==> src/rtl/pipe_hazard_ctrl.sv <==
`default_nettype none
// ============================================================================
// Module   : pipe_hazard_ctrl
// Purpose  : Central stall/flush scheduler for a 5-stage pipeline
//            (FI, ID, EX, MEM, WB). Detects load-use hazards, squashes the
//            wrong-path fetch on a taken branch, holds the pipe while the
//            data memory has not acknowledged, counts stall cycles and
//            raises a sticky error on a memory timeout.
// Ports    :
//   clk, rst (sync, active-low)
//   id_rs/id_rt/id_use_rs/id_use_rt   - source operands of the ID instruction
//   ex_memrd/ex_we/ex_wa              - load/destination info of EX instruction
//   id_branch_taken                   - ID resolved a taken branch/jump
//   mem_req/mem_ack                   - MEM stage data memory handshake
//   pc_en, *_en, *_flush              - per pipeline register enable/bubble
//   state                             - RUN=0, MEMWAIT=1, ERR=2
//   err                               - sticky memory timeout flag
//   stall_cnt                         - saturating count of pc_en=0 cycles
// Revision : 1.0 - initial release
// ============================================================================
module pipe_hazard_ctrl #(
   parameter int MEM_TIMEOUT = 16,
   parameter int CNT_W       = 16
) (
   input  logic             clk,
   input  logic             rst,
   input  logic [4:0]       id_rs,
   input  logic [4:0]       id_rt,
   input  logic             id_use_rs,
   input  logic             id_use_rt,
   input  logic             ex_memrd,
   input  logic             ex_we,
   input  logic [4:0]       ex_wa,
   input  logic             id_branch_taken,
   input  logic             mem_req,
   input  logic             mem_ack,
   output logic             pc_en,
   output logic             fi_id_en,
   output logic             fi_id_flush,
   output logic             id_ex_en,
   output logic             id_ex_flush,
   output logic             ex_mem_en,
   output logic             mem_wb_en,
   output logic             mem_wb_flush,
   output logic [1:0]       state,
   output logic             err,
   output logic [CNT_W-1:0] stall_cnt
);

   // Wide enough to hold MEM_TIMEOUT itself.
   localparam int c_wait_w = $clog2(MEM_TIMEOUT + 1);
   localparam logic [c_wait_w-1:0] c_timeout = c_wait_w'(MEM_TIMEOUT);
   localparam logic [c_wait_w-1:0] c_wait_one = c_wait_w'(1);

   typedef enum logic [1:0] {
      ST_RUN     = 2'd0,
      ST_MEMWAIT = 2'd1,
      ST_ERR     = 2'd2
   } state_t;

   state_t              state_q, state_d;
   logic [c_wait_w-1:0] wait_cnt_q, wait_cnt_d;
   logic                err_q, err_d;
   logic [CNT_W-1:0]    stall_cnt_q, stall_cnt_d;

   logic lu;
   logic mw;
   // Which output pattern the current cycle selects.
   logic hold_mem;   // memory not ready: freeze everything up to MEM
   logic freeze;     // reset or error: everything stopped, bubbles everywhere

   assign lu = ex_memrd & ex_we & (ex_wa != 5'd0) &
               ((id_use_rs & (id_rs == ex_wa)) | (id_use_rt & (id_rt == ex_wa)));
   assign mw = mem_req & ~mem_ack;

   // ---------------------------------------------------------------------
   // Next-state logic
   // ---------------------------------------------------------------------
   always_comb begin
      state_d    = state_q;
      wait_cnt_d = wait_cnt_q;
      err_d      = err_q;
      hold_mem   = 1'b0;
      freeze     = 1'b0;

      case (state_q)
         ST_RUN: begin
            if (mw) begin
               hold_mem   = 1'b1;
               state_d    = ST_MEMWAIT;
               wait_cnt_d = c_wait_one;
            end
         end
         ST_MEMWAIT: begin
            if (!mem_ack) begin
               hold_mem   = 1'b1;
               wait_cnt_d = wait_cnt_q + c_wait_one;
               // Counter includes the RUN cycle that issued the access.
               if (wait_cnt_d >= c_timeout) begin
                  state_d = ST_ERR;
                  err_d   = 1'b1;
               end
            end else begin
               // Ack arrived: fall through to the normal RUN decode below.
               state_d    = ST_RUN;
               wait_cnt_d = '0;
            end
         end
         ST_ERR: begin
            freeze = 1'b1;
         end
         default: begin
            freeze  = 1'b1;
            state_d = ST_RUN;
         end
      endcase

      if (!rst) begin
         freeze = 1'b1;
      end
   end

   // ---------------------------------------------------------------------
   // Output decode (no added latency): freeze > memory hold > lu > branch
   // ---------------------------------------------------------------------
   always_comb begin
      pc_en        = 1'b1;
      fi_id_en     = 1'b1;
      fi_id_flush  = 1'b0;
      id_ex_en     = 1'b1;
      id_ex_flush  = 1'b0;
      ex_mem_en    = 1'b1;
      mem_wb_en    = 1'b1;
      mem_wb_flush = 1'b0;

      if (freeze) begin
         pc_en        = 1'b0;
         fi_id_en     = 1'b0;
         fi_id_flush  = 1'b1;
         id_ex_en     = 1'b0;
         id_ex_flush  = 1'b1;
         ex_mem_en    = 1'b0;
         mem_wb_en    = 1'b0;
         mem_wb_flush = 1'b1;
      end else if (hold_mem) begin
         // WB keeps draining but receives a bubble while MEM is stuck.
         pc_en        = 1'b0;
         fi_id_en     = 1'b0;
         id_ex_en     = 1'b0;
         ex_mem_en    = 1'b0;
         mem_wb_flush = 1'b1;
      end else if (lu) begin
         // Branch is ignored here: its operands in ID are not yet valid.
         pc_en       = 1'b0;
         fi_id_en    = 1'b0;
         id_ex_flush = 1'b1;
      end else if (id_branch_taken) begin
         fi_id_flush = 1'b1;
      end
   end

   always_comb begin
      stall_cnt_d = stall_cnt_q;
      if (!pc_en && (stall_cnt_q != {CNT_W{1'b1}})) begin
         stall_cnt_d = stall_cnt_q + 1'b1;
      end
   end

   // ---------------------------------------------------------------------
   // State registers
   // ---------------------------------------------------------------------
   always_ff @(posedge clk) begin
      if (!rst) begin
         state_q     <= ST_RUN;
         wait_cnt_q  <= '0;
         err_q       <= 1'b0;
         stall_cnt_q <= '0;
      end else begin
         state_q     <= state_d;
         wait_cnt_q  <= wait_cnt_d;
         err_q       <= err_d;
         stall_cnt_q <= stall_cnt_d;
      end
   end

   assign state     = state_q;
   assign err       = err_q;
   assign stall_cnt = stall_cnt_q;

endmodule
`default_nettype wire
==> config.mk <==
export PLATFORM = sky130hd
export DESIGN_NAME = pipe_hazard_ctrl
export DESIGN_NICKNAME = d
export VERILOG_FILES = /design/src/rtl/pipe_hazard_ctrl.sv
export SDC_FILE = /design/constraint.sdc
export NUM_CORES = 1
export LEC_CHECK = 0
export BUFFER_PORTS_ARGS = -buffer_cell sky130_fd_sc_hd__buf_4
export CORE_ASPECT_RATIO = 1.4
export CORE_UTILIZATION = 43
export DETAILED_ROUTE_END_ITERATION = 8
export PLACE_DENSITY = 0.83
export SLEW_MARGIN = 15
export SYNTH_ARGS = -nofsm -noshare
export SYNTH_HDL_FRONTEND = slang
export SYNTH_SLANG_ARGS = --single-unit
==> constraint.sdc <==
create_clock -name clk -period 4.63 [get_ports clk]
set_clock_uncertainty 0.2 [all_clocks]
set_input_delay 0.2315 -clock clk [delete_from_list [all_inputs] [get_ports clk]]
set_output_delay 0.2315 -clock clk [all_outputs]
set_load 0.1 [all_outputs]
==> reports/results.tsv <==
stage	metric	value	unit
synthesis	Post-Synthesis Cell Area	0.00139	mm²
synthesis	post-synth net total	194	
pwr	Total Power	454	µW
critical_path	Worst Setup SP	mem_ack	
final_layout	Fillers	295	
global_routing	total track usage	19.3	%
pwr	P_int	305	µW
cts	H-Tree Depth	1	
synthesis	Syn. warnings	0	
pwr	sw frac	32.9	%
timing	final period utilization	54.5	%
cts	CTS Buf Count	3	
timing	final count of pins violating max slew	0	
final_layout	Total Nets Final	239	
pwr	Max rail drop VDD	0.000148	V
floorplanning	Die H	69.4	µm
critical_path	Buf/Inv on CP	4	
cts	Root Driver	clkbuf_8	
cts	clk sinks	24	
synthesis	Seq/Total Area, Yosys	34.5	%
global_routing	pin count of the biggest net entering global routing	30	
critical_path	startpoint types	input pin	
critical_path	Crit Path Max Fanout	29	
pwr	leakage power	0.000696	µW
placed_design	IO buf count	50	
timing	Setup TNS Final	0	ns
pwr	sw power	149	µW
floorplanning	Site Rows	24	
outcome	outcome	complete, no violations	
cts	Clock Latency Late Sink	0.26	ns
floorplanning	Core Area	0.00309	mm²
critical_path	Top delay family on crit path	buffers and inverters	
synthesis	Avg Cell Area, Syn	8.30	µm²
critical_path	Setup CP Type	input pin to output pin	
floorplanning	# IOs	51	
job	max-cap viol count	0	
cts	CTS tree	done	
drt	post-route ant nets	0	
final_layout	Post-Layout Cell Count	250	
synthesis	Synth area leaders	dfxtp_1 (34%), xnor2_1 (6.3%), a21oi_1 (5.0%)	
synthesis	Syn Inst Count	168	
timing	relative slew slack	65.0	%
timing	RSZ-0062 raised after global routing	false	
critical_path	Req. time, crit path	4.20	ns
cts	clock slew seen by the registers of the worst setup and hold paths	0.08	ns
critical_path	max incr delay on CP	0.53	ns
cts	Max Buffers Root-to-Sink	2	
floorplanning	die width	50.1	µm
global_routing	grt ovf	0	
synthesis	most numerous cell in the Yosys netlist	dfxtp_1	
cts	Post-CTS Repair Setup Buffers	0	
synthesis	Most used DFF post-synth	dfxtp_1	
timing	Tightest Pin Transition	0.522	ns
synthesis	post-synthesis cell type count	41	
drt	Iteration-0 DRC Markers	44	
synthesis	Synth top area share	34.5	%
critical_path	worst reg2reg startpoint	state[1]$_SDFFE_PN0P_	
pwr	Cell Pwr Density	253	mW/mm²
floorplanning	Initial Util	45.1	%
critical_path	Setup crit end kind	output pin	
final_layout	P&R area growth vs syn	28.6	%
drt	routed vias	1413	
final_layout	final instance area	0.00179	mm²
placed_design	DP Wirelength	2.29	mm
critical_path	slowest CP cell	dlygate4sd3_1	
drt	detailed-route DRC error count	0	
final_layout	share of post-route cells with drive strength above 1	28.9	%
timing	FMAX	396	MHz
timing	final setup fails	0	
placed_design	placed cells	246	
drt	routed vias/inst	5.65	
critical_path	crit-path cells	dlygate4sd3_1 > buf_4 > nor2_1 > o21ai_0 > nand2_1 > a21o_1 > inv_2 > buf_4	
global_routing	vias in the first global route	1283	
synthesis	number of synthesized flops with an enable pin	0	
global_routing	first-pass GRT wire length	5.38	mm
drt	routed len/inst	12.7	µm
floorplanning	DIE AREA	0.00348	mm²
drt	routed wire length	3.18	mm
pwr	clock group share of total power	26.3	%
synthesis	synthesized flop and latch total	24	
timing	minimum clock period	2.52	ns
pwr	Flop pwr share	47.2	%
placed_design	gp weighted congestion	0.746	
synthesis	Synth area leader	dfxtp_1	
hold_path	hold_sp	rst	
synthesis	Async SR Flop Fraction	0	%
drt	DR pass1 iterations	4	
timing	final hold viol count	0	
critical_path	most frequent cell on the critical path	buf_4	
critical_path	WP data arrival	2.09	ns
placed_design	placed instance area	0.00174	mm²
synthesis	Post-synth top cells	dfxtp_1 (24), a21oi_1 (14), nand2_1 (14)	
pwr	Gate power share	26.5	%
global_routing	antenna violations before repair	0	
hold_path	Hold WC Path Type	input pin to flip-flop	
final_layout	Inserted Diodes	0	
==> timing repair <==
action                                 CTS  global route
hold buffers                             1             0
gates resized for setup                  0             0
endpoints found under the hold margin    1             0
==> final timing paths <==
| path | end | cells past startpoint | slack (ns) |
|---|---|---|---|
| max | pc_en | 8 | 2.11 |
| min | stall_cnt[5]$_SDFFE_PN0P_ | 3 | 0.09 |
| max reg2reg | stall_cnt[4]$_SDFFE_PN0P_ | 7 | 2.46 |
| min reg2reg | err$_SDFFE_PN0P_ | 2 | 0.28 |
==> area by class of cell <==
| cell class | instances | area, µm² | area share (%) |
|---|---|---|---|
| clock buffers | 3 | 41.3 | 2.30 |
| inverters | 6 | 22.5 | 1.26 |
| multi-input cells | 127 | 815 | 45.4 |
| flip-flops and latches | 24 | 480 | 26.8 |
| well taps | 39 | 48.8 | 2.72 |
| repair buffers | 51 | 385 | 21.5 |
==> power groups by stage <==
stage                     registers, µW  clock network, µW  logic [µW]
after floorplan                     235                  0        70.5
after global placement              219                  0         118
after detailed placement            219                  0         120
after CTS                           214                122         121
after global routing                215                132         127
final                               214                119         120
==> worst register-to-register path, delay by kind of cell (launching register included) <==
kind / cells / cell delay, ns
compound gates: 3 / 0.43
buf+inv: 1 / 0.18
flops: 1 / 0.39
simple gates: 3 / 0.89
==> state kept, by name, summed over array words and instances, names as in the netlist <==
signal      count
err             1
stall_cnt      16
wait_cnt_q      5
state           2
==> metal layers <==
layer	vias to the layer above	share of wire (%)	routed length [µm]	GRT usage, %
li1	704	-	-	-
met1	659	44	1390	22.5
met2	48	49	1570	33.6
met3	2	5.9	187	2.63
met4	0	0.85	27	8.89
met5	-	0	0	0
==> cell usage in the layout (no fill, tap or decap), drive strengths merged <==
master	instances
o41ai	1
or4	9
mux2i	5
or2	1
nor2	13
inv	5
xor2	3
and4	1
o31ai	9
o311a	1
dlygate4sd3	1
nand3	9
a21o	1
dfxtp	24
nand4	5
o22ai	1
and2	2
o311ai	1
buf	50
nand3b	1
a32oi	1
nor3	1
a21oi	14
o21ai	5
nand2b	4
clkinv	1
a31o	1
nor4	5
o221a	1
clkbuf	3
o21a	1
ha	2
and3	2
or3	2
xnor2	10
nand2	14
nor2b	1
==> stage by stage <==
step	worst slack, ns	hold WS [ns]	utilization [%]
finish	2.11	0.0907	58.0
global route	1.93	0.0958	58.0
CTS	2.09	0.0926	58.0
detailed placement	2.26	0.246	56.3
global placement	2.28	0.240	56.3
floorplan	0.312	0.110	-
==> cells by family (layout without fill, tap and decap cells) <==
logic type,count (synthesis),count (layout),share of synthesized area [%]
AO/OA/AOI/OAI,37,37,17.2
XOR/XNOR,13,13,8.17
adder cells (fa/ha/maj),2,2,1.80
buffers and inverters,17,60,7.09
flip-flops,24,24,34.5
multiplexers,5,5,3.59
AND/OR/NAND/NOR,70,70,27.6
(Power assumes the default switching activity.)
